### config.mk
export PLATFORM = sky130hd
export DESIGN_NAME = conf_arbiter
export DESIGN_NICKNAME = d
export VERILOG_FILES = /design/src/rtl/conf_arbiter.sv
export SDC_FILE = /design/constraint.sdc
export NUM_CORES = 1
export LEC_CHECK = 0
export BUFFER_PORTS_ARGS = -buffer_cell sky130_fd_sc_hd__buf_4
export CORE_ASPECT_RATIO = 0.7
export CORE_UTILIZATION = 35
export DETAILED_ROUTE_END_ITERATION = 7
export PLACE_DENSITY = 0.76
export SLEW_MARGIN = 20
export SYNTH_ARGS = -nofsm -noshare
export SYNTH_HDL_FRONTEND = slang
export SYNTH_SLANG_ARGS = --single-unit
export TNS_END_PERCENT = 30
### constraint.sdc
create_clock -name clk -period 1.9 [get_ports clk]
set_clock_uncertainty 0.2 [all_clocks]
set_input_delay 0.19 -clock clk [delete_from_list [all_inputs] [get_ports clk]]
set_output_delay 0.19 -clock clk [all_outputs]
set_load 0.005 [all_outputs]
### src/rtl/conf_arbiter.sv
// Two-requester arbiter onto a config-register port: grant in T, conf access in T+1, rvalid in T+2.
// Default arbitration is fixed priority (m0 wins); define CONF_ARB_RR_EN for round-robin.
module conf_arbiter #(
  parameter int DW = 32
) (
  input  logic          clk,
  input  logic          reset,
  input  logic          m0_req,
  input  logic [3:0]    m0_wen,
  input  logic [DW-1:0] m0_addr,
  input  logic [DW-1:0] m0_wdata,
  output logic          m0_gnt,
  output logic          m0_rvalid,
  output logic [DW-1:0] m0_rdata,
  input  logic          m1_req,
  input  logic [3:0]    m1_wen,
  input  logic [DW-1:0] m1_addr,
  input  logic [DW-1:0] m1_wdata,
  output logic          m1_gnt,
  output logic          m1_rvalid,
  output logic [DW-1:0] m1_rdata,
  output logic          conf_en,
  output logic [3:0]    conf_wen,
  output logic [DW-1:0] conf_addr,
  output logic [DW-1:0] conf_wdata,
  input  logic [DW-1:0] conf_rdata
);

  typedef enum logic [1:0] {IDLE, ACCESS, RESP} state_t;

  state_t        state_q, state_d;
  logic          conf_en_q, conf_en_d;
  logic [3:0]    conf_wen_q, conf_wen_d;
  logic [DW-1:0] conf_addr_q, conf_addr_d;
  logic [DW-1:0] conf_wdata_q, conf_wdata_d;
  logic          id_q, id_d;
  logic          rvalid0_q, rvalid0_d;
  logic          rvalid1_q, rvalid1_d;
  logic [DW-1:0] rdata0_q, rdata0_d;
  logic [DW-1:0] rdata1_q, rdata1_d;
`ifdef CONF_ARB_RR_EN
  logic          last_q, last_d;
`endif

  logic win_id;
  logic grant;

  always_comb begin
`ifdef CONF_ARB_RR_EN
    // On a tie, favour whichever requester did not win last time.
    if (m0_req && m1_req) win_id = ~last_q;
    else                  win_id = m1_req;
`else
    win_id = ~m0_req;
`endif
  end

  assign grant  = (state_q == IDLE) && (m0_req || m1_req);
  assign m0_gnt = grant && !win_id;
  assign m1_gnt = grant && win_id;

  always_comb begin
    state_d      = state_q;
    conf_en_d    = 1'b0;
    conf_wen_d   = 4'h0;
    conf_addr_d  = conf_addr_q;
    conf_wdata_d = conf_wdata_q;
    id_d         = id_q;
    rvalid0_d    = 1'b0;
    rvalid1_d    = 1'b0;
    rdata0_d     = rdata0_q;
    rdata1_d     = rdata1_q;
`ifdef CONF_ARB_RR_EN
    last_d       = last_q;
`endif
    case (state_q)
      IDLE: begin
        if (grant) begin
          state_d      = ACCESS;
          conf_en_d    = 1'b1;
          conf_wen_d   = win_id ? m1_wen   : m0_wen;
          conf_addr_d  = win_id ? m1_addr  : m0_addr;
          conf_wdata_d = win_id ? m1_wdata : m0_wdata;
          id_d         = win_id;
`ifdef CONF_ARB_RR_EN
          last_d       = win_id;
`endif
        end
      end
      ACCESS: begin
        state_d = RESP;
        // Read data is captured for writes too; the requester may ignore it.
        if (id_q) begin
          rdata1_d  = conf_rdata;
          rvalid1_d = 1'b1;
        end else begin
          rdata0_d  = conf_rdata;
          rvalid0_d = 1'b1;
        end
      end
      RESP:    state_d = IDLE;
      default: state_d = IDLE;
    endcase
  end

  always_ff @(posedge clk or negedge reset) begin
    if (!reset) begin
      state_q      <= IDLE;
      conf_en_q    <= 1'b0;
      conf_wen_q   <= 4'h0;
      conf_addr_q  <= '0;
      conf_wdata_q <= '0;
      id_q         <= 1'b0;
      rvalid0_q    <= 1'b0;
      rvalid1_q    <= 1'b0;
      rdata0_q     <= '0;
      rdata1_q     <= '0;
`ifdef CONF_ARB_RR_EN
      last_q       <= 1'b1;
`endif
    end else begin
      state_q      <= state_d;
      conf_en_q    <= conf_en_d;
      conf_wen_q   <= conf_wen_d;
      conf_addr_q  <= conf_addr_d;
      conf_wdata_q <= conf_wdata_d;
      id_q         <= id_d;
      rvalid0_q    <= rvalid0_d;
      rvalid1_q    <= rvalid1_d;
      rdata0_q     <= rdata0_d;
      rdata1_q     <= rdata1_d;
`ifdef CONF_ARB_RR_EN
      last_q       <= last_d;
`endif
    end
  end

  assign conf_en    = conf_en_q;
  assign conf_wen   = conf_wen_q;
  assign conf_addr  = conf_addr_q;
  assign conf_wdata = conf_wdata_q;
  assign m0_rvalid  = rvalid0_q;
  assign m1_rvalid  = rvalid1_q;
  assign m0_rdata   = rdata0_q;
  assign m1_rdata   = rdata1_q;

endmodule

==> out/results.env <==
RUN_STATUS='finished with violations'
FAILED_CHECKS='setup timing'
CTS_HTREE_LEVELS=4
SWITCHING_POWER_mW=4.39
SYNTHESIS.INSTANCES=372
WORST_SLEW_MARGIN_REL=0.696
VIAS_IN_THE_FIRST_GLOBAL_ROUTE=5727
GP_CONGESTION=0.875
DETAIL_ROUTE.WIRELENGTH_UM=18700
COMB_POWER_SHARE=0.430
REG2REG_SLACK_PS=130
CLOCK_TREE_FROM_TRITONCTS='built'
VIAS=4971
SWITCHING_SHARE=0.280
YOSYS_WARNINGS=0
CLK_ROOT_BUFFER_CELL='sky130_fd_sc_hd__clkbuf_16'
ROUTEDWLPERCELL_UM=17.0
GRT_START_MAX_NET_PINS=49
WORSTSETUPPATHTYPE='in -> reg'
TOP_LEVEL_PORTS=309
VIA_PER_INST=4.52
CRITICAL_PATH.STARTPOINT_TYPE='input port'
LAYOUT.CELL_AREA.NON_FILLER_UM2=11100
FINAL_LAYOUT_SIZE_SUFFIX_GT1_FRAC=0.616
CRITICAL_PATH.MAX_FANOUT=1
DIEAREA_UM2=17900
GRT_PASS1_WL_UM=29900
WORSTREG2REGSTART='state_q[1]'
NUMBER_OF_ANTENNA_VIOLATIONS_AT_THE_FIRST_CHECK_IN_GLOBAL_ROUTING=0
FIN_TOTAL_PWR_mW=15.7
FILLCELLCOUNT=1122
SYNTH_NETS=544
POSTLAYOUTSETUPSLACKWORST_PS=-3.47
CP_CELL_SEQUENCE='dlygate4sd3_1 > buf_4 > mux2_2 > dlygate4sd3_1 > mux2_2'
PEAKVDDDROP_V=0.000650
NUMPORTBUFFERS=308
CRITICAL_PATH.SLOWEST_CELL='sky130_fd_sc_hd__dlygate4sd3_1'
ROWS=39
DRT_DRC_VIOLATIONS_LEFT=0
YOSYS.CELL_TYPES.COUNT=19
FIN_UTIL=0.666
GLOBAL_ROUTE.USAGE.TOTAL=0.213
R2R-END='conf_addr[14]'
GLOBALROUTE.TOTALOVERFLOW=0
SYNTH.CELL_AREA_UM2=6080
FINAL-INSTANCE-COUNT-EXCL-FILL=1100
YOSYSSEQAREASHARE=0.568
DRTANTENNAVIOLNETS=0
INITIAL_UTILIZATION=0.366
TIMING.CRITICAL_PATH.TO='conf_addr[15]'
DP_SLACK_PS=18.2
PLACEDCELLCOUNT=897
CHIPWIDTH_UM=160
MAX-CLOCK-PATH-BUFFERS=2
REG2REG_DEPTH=5
SYNTH-SEQ-CELLS=138
TIMING.MAX_CAP.VIOLATIONS=0
HOLD_VIOLATIONS=0
MAXSLEWVIOLCOUNT=0
FINALCRITICALPERIOD_PS=1900
WORST_PIN_SLEW_PS=451
POWER.CLOCK.FRACTION=0.230
CLKSLEWWORSTSETUPHOLDPATHS_PS=60
WORSTSKEWPAIRLATENCY_PS=400
COREAREA_UM2=16600
WORSTSETUPSTARTPOINT='m0_addr[15]'
CRITICAL_PATH_ARRIVAL_PS=2000
CTS_NUM_SINKS=138
CRITICAL-PATH-MAX-STAGE-DELAY_PS=590
AREA_AFTER_DETAILED_PLACEMENT_UM2=8710
MEAN_SYN_CELL_AREA_UM2=16.3
WORST_HOLD_PATH.NUM_CELLS=3
FLOORPLAN.DIE.HEIGHT_UM=112
NUM_ANTENNA_CELLS=0
INITIALDRTVIOLATIONCOUNT=170
MAXCLOCKFREQUENCY_MHz=525
CRIT_REQUIRED_PS=2000
STATIC-LEAKAGE-POWER_nW=5.28
DRT_FIRST_PASS_ITERS=4
HOLD_CLASS='in -> reg'
CRIT_PATH_END_KIND='register'
LAYOUT-AREA-OVERHEAD-VS-SYNTH_PCT=82.2
POST-ROUTE-PERIOD-UTIL=1.00
NUMBER_OF_BUFFERS_CREATED_BY_CTS=17
INTERNAL_POWER_mW=11.3
NNETSFINAL=1034
DETAILEDPLACEMENTHPWL_UM=12100
RSZ0062_AT_GRT='false'
TIMING.FINAL.SETUP_VIOLATIONS=1
P_PER_AREA_nW_PER_UM2=1420
SEQPWRFRAC=0.340
cell families (layout without fill, tap and decap cells):
logic type / after synthesis / count (layout) / share of synthesized area
simple gates: 11 / 11 / 0.00885
mux: 196 / 196 / 0.392
flops: 138 / 138 / 0.568
buf+inv: 25 / 528 / 0.0272
compound gates: 2 / 2 / 0.00391
what timing repair did:
action	in CTS	in global routing
hold buffers	171	0
endpoints found under the hold margin	272	0
resized for setup	0	4
endpoints found under the setup margin	0	21
buffers inserted	0	0
cell usage in the layout (no fill, tap or decap), drive strengths merged:
cell type | synthesis | final
dfrtp | 138 | 138
clkbuf | 3 | 21
inv | 3 | 2
dlymetal6s4s | 0 | 2
o21ai | 1 | 1
nor2 | 6 | 6
clkinvlp | 0 | 1
nor2b | 2 | 2
dlygate4sd3 | 0 | 169
nand2 | 1 | 1
mux2i | 4 | 4
nor4 | 1 | 1
and2 | 1 | 1
a21o | 1 | 1
bufinv | 0 | 5
buf | 19 | 322
mux2 | 192 | 192
clkinv | 0 | 6
worst min-delay path by stage:
stage / from / to / slack [ps]
floorplan: reset / conf_addr[0] / -310
global placement: reset / conf_wdata[13] / -90
detailed placement: reset / conf_wdata[15] / -80
CTS: m0_req / conf_wen[1] / 10
global route: m0_req / conf_wen[1] / 20
finish: m0_req / conf_wen[1] / 20
per-layer routing:
layer	track usage	routed length, um	vias up
li1	-	-	2297
met1	0.233	7350	2464
met2	0.400	10000	178
met3	0.0525	950	32
met4	0.0776	393	0
met5	0	0	-
worst max-delay path, delay by kind of cell:
kind / cells / cell delay, ps
buffers and inverters: 3 / 1270
muxes: 2 / 550
synthesized netlist by cell type:
cell type                  count  area [um2]
sky130_fd_sc_hd__dfrtp_1     138        3450
sky130_fd_sc_hd__mux2_2      134        1510
sky130_fd_sc_hd__mux2_4       49         736
sky130_fd_sc_hd__buf_2         9        45.0
sky130_fd_sc_hd__mux2_1        9         101
sky130_fd_sc_hd__buf_6         6        67.6
sky130_fd_sc_hd__nor2_1        6        22.5
sky130_fd_sc_hd__buf_4         4        30.0
sky130_fd_sc_hd__mux2i_1       4        40.0
sky130_fd_sc_hd__clkbuf_1      3        11.3
sky130_fd_sc_hd__inv_1         2        7.51
sky130_fd_sc_hd__a21o_1        1        7.51
sky130_fd_sc_hd__and2_1        1        6.26
sky130_fd_sc_hd__inv_2         1        3.75
sky130_fd_sc_hd__nand2_1       1        3.75
sky130_fd_sc_hd__nor2b_1       1        6.26
sky130_fd_sc_hd__nor2b_2       1        8.76
sky130_fd_sc_hd__nor4_1        1        6.26
sky130_fd_sc_hd__o21ai_4       1        16.3
power by group through the flow:
stage / logic [mW] / registers (mW) / clock network, mW
after CTS: 6.76 / 5.32 / 3.66
after global routing: 7.15 / 5.52 / 3.80
after global placement: 6.24 / 5.27 / 0
after detailed placement: 6.42 / 5.33 / 0
final: 6.75 / 5.34 / 3.60
after floorplan: 3.09 / 5.32 / 0
state kept, by name, summed over array words and instances, names as in the netlist:
register	cells
conf_wdata	32
id_q	1
conf_en	1
m1_rvalid	1
conf_addr	32
conf_wen	4
m1_rdata	32
m0_rvalid	1
state_q	2
m0_rdata	32
per-stage QoR:
stage / setup TNS (ps) / hold slack [ps]
5_1_grt: 0 / 23.8
6_report: -3.47 / 18.3
3_3_place_gp: 0 / -88.1
3_5_place_dp: 0 / -83.3
4_1_cts: 0 / 13.4
2_1_floorplan: 0 / -306
cell type report:
class                      instances  area, um2  area share
timing repair buffer             493       4220       0.380
sequential                       138       3450       0.312
multi-input combinational        209       2470       0.223
clock buffer                      21        450      0.0406
tap                              225        282      0.0254
clock inverter                    11        194      0.0175
inverter                           3       12.5     0.00113
Power figures use the tool's default switching activity.
